--- src/rtl/mem_burst_arbiter_pkg.sv ---
// Shared types and constants for the memory burst arbiter: FSM encoding,
// ring slot indices and default bus widths.
package mem_burst_arbiter_pkg;

    localparam int DEF_MEM_DATA_BITS = 64;
    localparam int DEF_ADDR_BITS     = 24;
    localparam int DEF_LEN_BITS      = 10;

    typedef enum logic [1:0] {
        IDLE    = 2'd0,
        WR_BUSY = 2'd1,
        RD_BUSY = 2'd2,
        DONE    = 2'd3
    } arb_state_t;

    // Ring order W0, R0, W1, R1: bit 0 flags a reader, bit 1 is the requester index.
    localparam logic [1:0] SLOT_W0 = 2'd0;
    localparam logic [1:0] SLOT_R0 = 2'd1;
    localparam logic [1:0] SLOT_W1 = 2'd2;
    localparam logic [1:0] SLOT_R1 = 2'd3;

    function automatic logic [1:0] onehot_to_slot(input logic [3:0] oh);
        logic [1:0] slot;
        slot = '0;
        for (int i = 0; i < 4; i++) begin
            if (oh[i]) slot = 2'(i);
        end
        return slot;
    endfunction

endpackage

--- src/rtl/mem_burst_arbiter_if.sv ---
// Burst port pair towards mem_ctrl; master is the arbiter, slave the controller.
interface mem_burst_arbiter_if
    import mem_burst_arbiter_pkg::*;
#(
    parameter int MEM_DATA_BITS = DEF_MEM_DATA_BITS,
    parameter int ADDR_BITS     = DEF_ADDR_BITS,
    parameter int LEN_BITS      = DEF_LEN_BITS
);
    logic                     m_wr_burst_req;
    logic [LEN_BITS-1:0]      m_wr_burst_len;
    logic [ADDR_BITS-1:0]     m_wr_burst_addr;
    logic [MEM_DATA_BITS-1:0] m_wr_burst_data;
    logic                     m_wr_burst_data_req;
    logic                     m_wr_burst_finish;
    logic                     m_rd_burst_req;
    logic [LEN_BITS-1:0]      m_rd_burst_len;
    logic [ADDR_BITS-1:0]     m_rd_burst_addr;
    logic [MEM_DATA_BITS-1:0] m_rd_burst_data;
    logic                     m_rd_burst_data_valid;
    logic                     m_rd_burst_finish;

    modport master (
        output m_wr_burst_req, m_wr_burst_len, m_wr_burst_addr, m_wr_burst_data,
        output m_rd_burst_req, m_rd_burst_len, m_rd_burst_addr,
        input  m_wr_burst_data_req, m_wr_burst_finish,
        input  m_rd_burst_data, m_rd_burst_data_valid, m_rd_burst_finish
    );

    modport slave (
        input  m_wr_burst_req, m_wr_burst_len, m_wr_burst_addr, m_wr_burst_data,
        input  m_rd_burst_req, m_rd_burst_len, m_rd_burst_addr,
        output m_wr_burst_data_req, m_wr_burst_finish,
        output m_rd_burst_data, m_rd_burst_data_valid, m_rd_burst_finish
    );

endinterface

--- src/rtl/mem_burst_arbiter_rr_pick4.sv ---
// Four-way round-robin pick: first requesting slot at or after ptr, one-hot out.
module rr_pick4 (
    input  logic [3:0] req,
    input  logic [1:0] ptr,
    output logic [3:0] gnt,
    output logic       valid
);

    logic [1:0] idx;

    always_comb begin
        gnt   = '0;
        valid = 1'b0;
        idx   = ptr;
        for (int i = 0; i < 4; i++) begin
            idx = ptr + 2'(i);
            if (!valid && req[idx]) begin
                gnt[idx] = 1'b1;
                valid    = 1'b1;
            end
        end
    end

endmodule

--- src/rtl/mem_burst_arbiter.sv ---
// Round-robin arbiter sharing one mem_ctrl read/write burst port pair among two
// writers and two readers; exactly one burst is outstanding at any time.
//
// state   | meaning
// IDLE    | waiting for calib_done and a request; grants on the next edge
// WR_BUSY | write burst owned by writer gslot[1]; strobes forwarded
// RD_BUSY | read burst owned by reader gslot[1]; strobes forwarded
// DONE    | one-cycle gap so the finished requester can drop its request
module mem_burst_arbiter
    import mem_burst_arbiter_pkg::*;
#(
    parameter int MEM_DATA_BITS = DEF_MEM_DATA_BITS,
    parameter int ADDR_BITS     = DEF_ADDR_BITS,
    parameter int LEN_BITS      = DEF_LEN_BITS
) (
    input  logic                       mem_clk,
    input  logic                       rst_n,
    input  logic                       calib_done,
    input  logic [1:0]                 wr_req,
    input  logic [2*LEN_BITS-1:0]      wr_len,
    input  logic [2*ADDR_BITS-1:0]     wr_addr,
    input  logic [2*MEM_DATA_BITS-1:0] wr_data,
    output logic [1:0]                 wr_data_req,
    output logic [1:0]                 wr_finish,
    input  logic [1:0]                 rd_req,
    input  logic [2*LEN_BITS-1:0]      rd_len,
    input  logic [2*ADDR_BITS-1:0]     rd_addr,
    output logic [MEM_DATA_BITS-1:0]   rd_data,
    output logic [1:0]                 rd_data_valid,
    output logic [1:0]                 rd_finish,
    mem_burst_arbiter_if.master        mem
);

    arb_state_t           state;
    logic [1:0]           ptr;
    logic [1:0]           gslot;
    logic [LEN_BITS-1:0]  len_q;
    logic [ADDR_BITS-1:0] addr_q;
    logic                 zero_q;
    logic                 wr_req_q;
    logic                 rd_req_q;

    logic [3:0]           req_vec;
    logic [3:0]           gnt_oh;
    logic                 gnt_valid;
    logic [1:0]           pick;
    logic [LEN_BITS-1:0]  pick_len;
    logic [ADDR_BITS-1:0] pick_addr;

    always_comb begin
        req_vec          = '0;
        req_vec[SLOT_W0] = wr_req[0];
        req_vec[SLOT_R0] = rd_req[0];
        req_vec[SLOT_W1] = wr_req[1];
        req_vec[SLOT_R1] = rd_req[1];
    end

    rr_pick4 u_pick (
        .req   (req_vec),
        .ptr   (ptr),
        .gnt   (gnt_oh),
        .valid (gnt_valid)
    );

    assign pick = onehot_to_slot(gnt_oh);

    always_comb begin
        if (pick[0]) begin
            pick_len  = pick[1] ? rd_len[2*LEN_BITS-1:LEN_BITS]    : rd_len[LEN_BITS-1:0];
            pick_addr = pick[1] ? rd_addr[2*ADDR_BITS-1:ADDR_BITS] : rd_addr[ADDR_BITS-1:0];
        end else begin
            pick_len  = pick[1] ? wr_len[2*LEN_BITS-1:LEN_BITS]    : wr_len[LEN_BITS-1:0];
            pick_addr = pick[1] ? wr_addr[2*ADDR_BITS-1:ADDR_BITS] : wr_addr[ADDR_BITS-1:0];
        end
    end

    always_ff @(posedge mem_clk or negedge rst_n) begin
        if (!rst_n) begin
            state    <= IDLE;
            ptr      <= SLOT_W0;
            gslot    <= SLOT_W0;
            len_q    <= '0;
            addr_q   <= '0;
            zero_q   <= 1'b0;
            wr_req_q <= 1'b0;
            rd_req_q <= 1'b0;
        end else begin
            case (state)
                IDLE: begin
                    if (calib_done && gnt_valid) begin
                        gslot  <= pick;
                        ptr    <= pick + 2'd1;
                        len_q  <= pick_len;
                        addr_q <= pick_addr;
                        // Zero-length grants never reach the controller; finish from DONE.
                        if (pick_len == '0) begin
                            zero_q <= 1'b1;
                            state  <= DONE;
                        end else if (pick[0]) begin
                            rd_req_q <= 1'b1;
                            state    <= RD_BUSY;
                        end else begin
                            wr_req_q <= 1'b1;
                            state    <= WR_BUSY;
                        end
                    end
                end
                WR_BUSY: begin
                    if (mem.m_wr_burst_finish) begin
                        wr_req_q <= 1'b0;
                        state    <= DONE;
                    end
                end
                RD_BUSY: begin
                    if (mem.m_rd_burst_finish) begin
                        rd_req_q <= 1'b0;
                        state    <= DONE;
                    end
                end
                DONE: begin
                    zero_q <= 1'b0;
                    state  <= IDLE;
                end
                default: state <= IDLE;
            endcase
        end
    end

    always_comb begin
        wr_data_req   = '0;
        wr_finish     = '0;
        rd_data_valid = '0;
        rd_finish     = '0;
        if (state == WR_BUSY) begin
            wr_data_req[gslot[1]] = mem.m_wr_burst_data_req;
            wr_finish[gslot[1]]   = mem.m_wr_burst_finish;
        end
        if (state == RD_BUSY) begin
            rd_data_valid[gslot[1]] = mem.m_rd_burst_data_valid;
            rd_finish[gslot[1]]     = mem.m_rd_burst_finish;
        end
        if (state == DONE && zero_q) begin
            if (gslot[0]) rd_finish[gslot[1]] = 1'b1;
            else          wr_finish[gslot[1]] = 1'b1;
        end
    end

    assign mem.m_wr_burst_req  = wr_req_q;
    assign mem.m_wr_burst_len  = len_q;
    assign mem.m_wr_burst_addr = addr_q;
    assign mem.m_wr_burst_data = gslot[1] ? wr_data[2*MEM_DATA_BITS-1:MEM_DATA_BITS]
                                          : wr_data[MEM_DATA_BITS-1:0];
    assign mem.m_rd_burst_req  = rd_req_q;
    assign mem.m_rd_burst_len  = len_q;
    assign mem.m_rd_burst_addr = addr_q;
    assign rd_data             = mem.m_rd_burst_data;

endmodule

--- src/flat_wrapper.sv ---
// flat-port wrapper written by rule: the top's interface ports become plain ports
module mem_burst_arbiter_flat import mem_burst_arbiter_pkg::*;
#(
    parameter int MEM_DATA_BITS = DEF_MEM_DATA_BITS,
    parameter int ADDR_BITS     = DEF_ADDR_BITS,
    parameter int LEN_BITS      = DEF_LEN_BITS
)
  (mem_clk, rst_n, calib_done, wr_req, wr_len, wr_addr, wr_data, wr_data_req, wr_finish, rd_req, rd_len, rd_addr, rd_data, rd_data_valid, rd_finish, mem_m_wr_burst_req, mem_m_wr_burst_len, mem_m_wr_burst_addr, mem_m_wr_burst_data, mem_m_rd_burst_req, mem_m_rd_burst_len, mem_m_rd_burst_addr, mem_m_wr_burst_data_req, mem_m_wr_burst_finish, mem_m_rd_burst_data, mem_m_rd_burst_data_valid, mem_m_rd_burst_finish);
  mem_burst_arbiter_if #(.MEM_DATA_BITS(MEM_DATA_BITS), .ADDR_BITS(ADDR_BITS), .LEN_BITS(LEN_BITS)) mem_i ();
  input  logic mem_clk;
  input  logic rst_n;
  input  logic calib_done;
  input  logic [1:0] wr_req;
  input  logic [2*LEN_BITS-1:0] wr_len;
  input  logic [2*ADDR_BITS-1:0] wr_addr;
  input  logic [2*MEM_DATA_BITS-1:0] wr_data;
  output logic [1:0] wr_data_req;
  output logic [1:0] wr_finish;
  input  logic [1:0] rd_req;
  input  logic [2*LEN_BITS-1:0] rd_len;
  input  logic [2*ADDR_BITS-1:0] rd_addr;
  output logic [MEM_DATA_BITS-1:0] rd_data;
  output logic [1:0] rd_data_valid;
  output logic [1:0] rd_finish;
  output wire logic [$bits(mem_i.m_wr_burst_req)-1:0] mem_m_wr_burst_req;
  output wire logic [$bits(mem_i.m_wr_burst_len)-1:0] mem_m_wr_burst_len;
  output wire logic [$bits(mem_i.m_wr_burst_addr)-1:0] mem_m_wr_burst_addr;
  output wire logic [$bits(mem_i.m_wr_burst_data)-1:0] mem_m_wr_burst_data;
  output wire logic [$bits(mem_i.m_rd_burst_req)-1:0] mem_m_rd_burst_req;
  output wire logic [$bits(mem_i.m_rd_burst_len)-1:0] mem_m_rd_burst_len;
  output wire logic [$bits(mem_i.m_rd_burst_addr)-1:0] mem_m_rd_burst_addr;
  input wire logic [$bits(mem_i.m_wr_burst_data_req)-1:0] mem_m_wr_burst_data_req;
  input wire logic [$bits(mem_i.m_wr_burst_finish)-1:0] mem_m_wr_burst_finish;
  input wire logic [$bits(mem_i.m_rd_burst_data)-1:0] mem_m_rd_burst_data;
  input wire logic [$bits(mem_i.m_rd_burst_data_valid)-1:0] mem_m_rd_burst_data_valid;
  input wire logic [$bits(mem_i.m_rd_burst_finish)-1:0] mem_m_rd_burst_finish;
  assign mem_m_wr_burst_req = mem_i.m_wr_burst_req;
  assign mem_m_wr_burst_len = mem_i.m_wr_burst_len;
  assign mem_m_wr_burst_addr = mem_i.m_wr_burst_addr;
  assign mem_m_wr_burst_data = mem_i.m_wr_burst_data;
  assign mem_m_rd_burst_req = mem_i.m_rd_burst_req;
  assign mem_m_rd_burst_len = mem_i.m_rd_burst_len;
  assign mem_m_rd_burst_addr = mem_i.m_rd_burst_addr;
  assign mem_i.m_wr_burst_data_req = mem_m_wr_burst_data_req;
  assign mem_i.m_wr_burst_finish = mem_m_wr_burst_finish;
  assign mem_i.m_rd_burst_data = mem_m_rd_burst_data;
  assign mem_i.m_rd_burst_data_valid = mem_m_rd_burst_data_valid;
  assign mem_i.m_rd_burst_finish = mem_m_rd_burst_finish;
  mem_burst_arbiter #(.MEM_DATA_BITS(MEM_DATA_BITS), .ADDR_BITS(ADDR_BITS), .LEN_BITS(LEN_BITS)) u_core (.mem_clk(mem_clk), .rst_n(rst_n), .calib_done(calib_done), .wr_req(wr_req), .wr_len(wr_len), .wr_addr(wr_addr), .wr_data(wr_data), .wr_data_req(wr_data_req), .wr_finish(wr_finish), .rd_req(rd_req), .rd_len(rd_len), .rd_addr(rd_addr), .rd_data(rd_data), .rd_data_valid(rd_data_valid), .rd_finish(rd_finish), .mem(mem_i));
endmodule
--- config.mk ---
export PLATFORM = sky130hd
export DESIGN_NAME = mem_burst_arbiter_flat
export DESIGN_NICKNAME = d
export VERILOG_FILES = /design/src/rtl/mem_burst_arbiter_pkg.sv /design/src/rtl/mem_burst_arbiter_if.sv /design/src/rtl/mem_burst_arbiter_rr_pick4.sv /design/src/rtl/mem_burst_arbiter.sv /design/src/flat_wrapper.sv
export SDC_FILE = /design/constraint.sdc
export NUM_CORES = 1
export LEC_CHECK = 0
export CORE_AREA = 2 2 210 212
export DETAILED_ROUTE_END_ITERATION = 16
export DIE_AREA = 0 0 212 214
export DONT_BUFFER_PORTS = 1
export SLEW_MARGIN = 10
export SYNTH_ARGS = -nofsm -noshare
export SYNTH_HDL_FRONTEND = slang
export SYNTH_SLANG_ARGS = --single-unit
--- constraint.sdc ---
create_clock -name mem_clk -period 3.7 [get_ports mem_clk]
set_input_delay 0.74 -clock mem_clk [delete_from_list [all_inputs] [get_ports mem_clk]]
set_output_delay 0.74 -clock mem_clk [all_outputs]
set_load 0.005 [all_outputs]
; After elaboration in Yosys (flattened, before gate mapping)
; Cells that the tools add are included.
[totals]
register_bits = 43
latchBits = 0
ramBits = 0
rom_bits = 0
inputBits = 339
out_inout_bits = 206
wordCells = 127
n_memories = 0
[classes]
n_addsub = 4
multipliers = 0
n_div = 0
order_cmp = 10
eq_ne = 10
n_shift = 0
n_mux = 63
bitwise_logic = 9
n_reduce_logical = 23
[ops]
columns = op, n
row1 = two-way mux 24 bit, 3
row2 = two-way mux 64 bit, 1
row3 = two-way mux 10 bit, 3
row4 = two-way mux 2 bit, 15
row5 = two-way mux 1 bit, 24
row6 = two-way mux 4 bit, 4
row7 = "< comparator 2 x 3 -> 1 bit, second input constant", 4
row8 = bitwise OR 4 bit, 3
row9 = logical AND 1 bit, 10
row10 = zero test 10 bit, 1
row11 = AND reduction 5 bit, 2
row12 = bitwise AND 2 bit, 4
row13 = binary-select mux 1 bit (select 2 bit), 4
row14 = demux 1 bit (select 2 bit), 4
row15 = ">= comparator 2 x 1 -> 1 bit, second input constant", 4
row16 = "inequality test 2 bit, second input constant", 4
row17 = one-hot mux 2 bit (4 select lines), 1
row18 = "inequality test 2 x 1 -> 1 bit, second input constant", 3
row19 = one-hot mux 1 bit (2 select lines), 3
row20 = AND reduction 3 bit, 2
row21 = nonzero test 2 bit, 3
row22 = "adder 2 x 1 -> 2 bit, second input constant", 2
row23 = "adder 2 bit, second input constant", 2
row24 = "== test 2 bit, second input constant", 2
row25 = other kinds (8), 11

; Longest topological paths before layout
[logic_depth]
depth_word = 21
mapped_depth = 14
ltp_nobuf = 11

; Hierarchy
; From an unflattened synthesis, not the netlist that was laid out.
[hier_totals]
hier_cells = 545
hier_area_um2 = 4936.0
[modules_own_cells]
columns = mod, n_inst, cells_per_inst, area_each_um2, seq_area_each_um2
row1 = mem_burst_arbiter, 1, 483, 4441.8, 1076.0
row2 = rr_pick4, 1, 62, 494.2, 0.0

; Worst setup path after synthesis
; Ideal clock, no wire load.
[synth_timing]
path_type = register -> register
start = register u_core.ptr[1]
end = register u_core.zero_q
setup_time_ns = 0.132
arrival_time_ns = 3.524
required_time_ns = 3.568
setup_slack_ns = 0.044
path_stages_with_launch = 13
n_path_buf = 1
period_less_slack_ns = 3.656
path_cell_list = dfrtp_1 clkbuf_1 inv_1 ha_1 mux4_2 or4b_4 a32oi_4 mux2i_1 a31oi_1 nor3_1 nand4_1 o311ai_1 o21ai_1
[synth_via]
elab_chain_cells = 19
elab_cells_between_ends = 59
classes_between = add/sub: 3 / order compare: 8 / eq/ne: 2 / mux: 30 / bitwise: 3 / reduce/logical: 13
[synth_rtl]
columns = item, line_no
row1 = start: declaration, mem_burst_arbiter.sv:35  ; logic [1:0] ptr;
row2 = start signal: assignment, mem_burst_arbiter.sv:92  ; ptr <= pick + 2'd1;
row3 = "parallel branches: the longest is 18 deep, another holds < comparator 2 x 3 -> 1 bit", --
row4 = AND reduction 3 bit (no source line) *, --
row5 = end signal: assignment, mem_burst_arbiter.sv:84  ; zero_q <= 1'b0;
row6 = end signal: assignment, mem_burst_arbiter.sv:97  ; zero_q <= 1'b1;
row7 = end signal: assignment, mem_burst_arbiter.sv:121  ; zero_q <= 1'b0;
row8 = end: declaration, mem_burst_arbiter.sv:39  ; logic zero_q;
; Mark *: on every way between the ends. The select of a mux whose other input is x is not followed.
; A chain may end at the register's enable or synchronous reset.

; Worst setup path after layout
[layout_timing]
start = register u_core.ptr[1]
end = register u_core.state[0]
[layout_via]
elab_chain_cells = 20
elab_cells_between_ends = 62
classes_between = add/sub: 3 / order compare: 8 / eq/ne: 1 / mux: 34 / bitwise: 3 / reduce/logical: 13
[layout_rtl]
columns = item, line_no
row1 = "parallel branches: the longest is 20 deep, another holds < comparator 2 x 3 -> 1 bit", --
row2 = end signal: assignment, mem_burst_arbiter.sv:98  ; state <= DONE;
row3 = end signal: assignment, mem_burst_arbiter.sv:101  ; state <= RD_BUSY;
row4 = end signal: assignment, mem_burst_arbiter.sv:104  ; state <= WR_BUSY;
row5 = end: declaration, mem_burst_arbiter.sv:34  ; arb_state_t state;
; Parallel ways; which one is timed is not known. The select of a mux whose other input is x is not followed.

==> flow_metrics.tcl <==
set metrics [dict create \
    drt-total-wl_um 27800 \
    ys_top_cells_by_count "172 x nand2_1, 98 x buf_4, 66 x mux2_2" \
    dp_hpwl_um 22800 \
    cts_root_buf "clkbuf_16" \
    dp_cells 1105 \
    utilization_pct 12.1 \
    nets 887 \
    max_freq_mhz 281 \
    slowest_delay_ns 0.54 \
    netlist_instances 637 \
    pin_count 545 \
    cts.sinks 43 \
    yosysSeqAreaShare_pct 22.4 \
    fin_hold_ws_ns 0.119 \
    synth_flop_cell "dfrtp_1" \
    crit_type "flop to flop" \
    cts_buffer_depth 2 \
    period_needed_ns 3.56 \
    die_area_sq_um 45400 \
    cts-htree-levels 2 \
    rows 76 \
    routed_via_density 3.86 \
    cp.arrival_ns 3.80 \
    hold_viol 0 \
    ant_nets 0 \
    place_ws_ns -0.0620 \
    antenna_found_initial 23 \
    fin_crit_sh_pct 96.1 \
    synth_cell_types 51 \
    areaGrowthSynthToFinish_pct 8.14 \
    cp_cell_sequence "inv_1 -> ha_4 -> mux4_2 -> or4b_4 -> a32oi_4 -> buf_6 -> inv_2 -> o22ai_1 -> a21o_1 -> nand4_1 -> buf_4 -> o211a_1 -> o21ai_1" \
    yosysTopAreaCellShare_pct 22.4 \
    drive_gt1_share_pct 23.6 \
    cts_tree "done" \
    fin_cells 1127 \
    yosys_warnings 0 \
    grt_pass1_wl_um 34000 \
    globalplace.congestion 0.877 \
    numCtsBuffers 5 \
    synth_area_leaders "dfrtp_1 22%, mux2_2 15%, buf_4 15%, nand2_1 13%, o21ai_0 5.9%" \
    syn-num-nets 986 \
    maxSlewHeadroom_pct 39.9 \
    grt_max_degree 74 \
    fin_ws_ns 0.143 \
    yosys.area.top_type "dfrtp_1" \
    start_kind "flop" \
    syn_area_per_cell_sq_um 7.55 \
    r2r_start "u_core.ptr[1]" \
    num_vias 4349 \
    overflow 0 \
    irDropWorstVdd_mv 0.400 \
    fin_worst_skew_ns 0.0101 \
    clk_latency_ns 0.31 \
    synth_edf_count 0 \
    worst_pin_slew_ns 0.901 \
    syn-cell-area_sq_um 4810 \
    clk_pin_slew_ns 0.08 \
    dieHeight_um 214 \
    drv_slew 0 \
    cts_hold_buf 0 \
    drc 0 \
    status "completed" \
    hold_path_class "input port to asynchronous set/reset pin" \
    drt_pre_antenna_iters 4 \
    critPathCaptureType "flop" \
    grt_pass1_vias 4091 \
    core_sq_um 42900 \
    cp_slowest_cell "or4b_4" \
    grtUsageTotal_pct 11.2 \
    drt_iter0_drc 213 \
    yosysMostFrequentCell "nand2_1" \
    startpoint "u_core.ptr[1]" \
    cap_viol_max_count 0 \
    wl_per_cell_um 24.6 \
    port_buffers 0 \
    ys_seq_elements 43 \
    crit_required_ns 3.94 \
    dieWidth_um 212 \
    crit_fanout 8 \
    leakage_uw 0.00204 \
    power.density_nw_per_um2 1140 \
    total_power_uw 5940 \
    async_flop_share_pct 100 \
    start_util_pct 11.2 \
    setup_violations 0 \
]
sequential cells by signal (all words and copies together) (netlist names):
signal                      count
u_core.zero_q                   1
u_core.mem.m_rd_burst_req       1
u_core.ptr                      2
u_core.mem.m_rd_burst_len      10
u_core.state                    2
u_core.mem.m_rd_burst_addr     24
u_core.gslot                    2
u_core.mem.m_wr_burst_req       1
path summary, 6_finish.rpt:
path	to	slack (ns)	depth (start not counted)
setup / recovery	u_core.state[0]	0.14	13
hold reg to reg	u_core.gslot[0]	0.53	1
max in group asynchronous	u_core.mem.m_rd_burst_len[6]	3.41	0
min in group mem_clk	u_core.gslot[0]	0.53	1
hold / removal	u_core.mem.m_rd_burst_addr[19]	0.12	0
setup reg to reg	u_core.state[0]	0.14	13
through the flow:
step,cell area (sq um),TNS [ns]
after floorplan,4810,0
after detailed placement,4840,-0.0694
after global placement,4840,0
after global routing,5190,-0.0221
after CTS,5000,0
final,5200,0
cell usage in the layout, fill, tap and decap left out, types with 4 or more instances in the layout:
cell	n
nand3_1	28
clkbuf_16	7
o21ai_1	14
mux4_2	4
a21oi_1	8
inv_1	14
dfrtp_1	42
a31oi_1	6
buf_12	5
nand2b_1	4
nor2_1	12
ha_1	9
o22ai_1	5
buf_4	18
nand2_1	170
o21ai_0	57
mux2_2	66
nor2b_1	4
and3_1	4
mux2i_1	7
a21o_1	5
layer usage:
layer,routed length [um],global-route usage [%],vias to the layer above
met1,8770,10.2,1953
li1,-,-,1880
met3,2790,4.15,90
met2,15300,22.5,416
met4,835,3.24,10
met5,75,0,-
what timing repair did:
item                                    CTS  global route
pin swaps                                 2             8
cloned                                    0             2
gates resized for setup                   1            12
buffers inserted                          0             9
endpoints found under the setup margin    4            11
final cells by class:
type                    count  area, sq um
flip-flops and latches     43         1080
clock inverters             3         23.8
well taps                 585          732
clock buffers               5          125
inverters                  15         56.3
multi-input cells         447         2880
diodes                      3         7.51
fillers                  4926        37700
repair buffers             26          297
where the power goes:
part	total (uW)	internal [uW]	switching [uW]
clock	487	254	233
combinational	4250	1720	2530
sequential	1200	698	505
critical path, delay by kind of cell (launching register included):
family | cells | cell delay (ns)
flops | 1 | 0.35
simple gates | 2 | 0.74
fa+ha+maj | 1 | 0.31
compound gates | 5 | 0.97
buf+inv | 4 | 0.57
mux | 1 | 0.53
logic make-up (layout without fill, tap and decap cells):
kind of cell               count (synthesis)  count (layout)  share of synthesized area (%)
DFF                                       43              43                           22.4
AOI/OAI and AO/OA                        121             121                           15.5
other                                      0               3                              0
muxes                                     77              77                           18.8
buffers and inverters                    147              49                           19.6
adders and majority gates                 10              10                           2.60
and+or+nand+nor                          239             239                           21.1
Note: power is estimated with default switching activity, not from simulation.
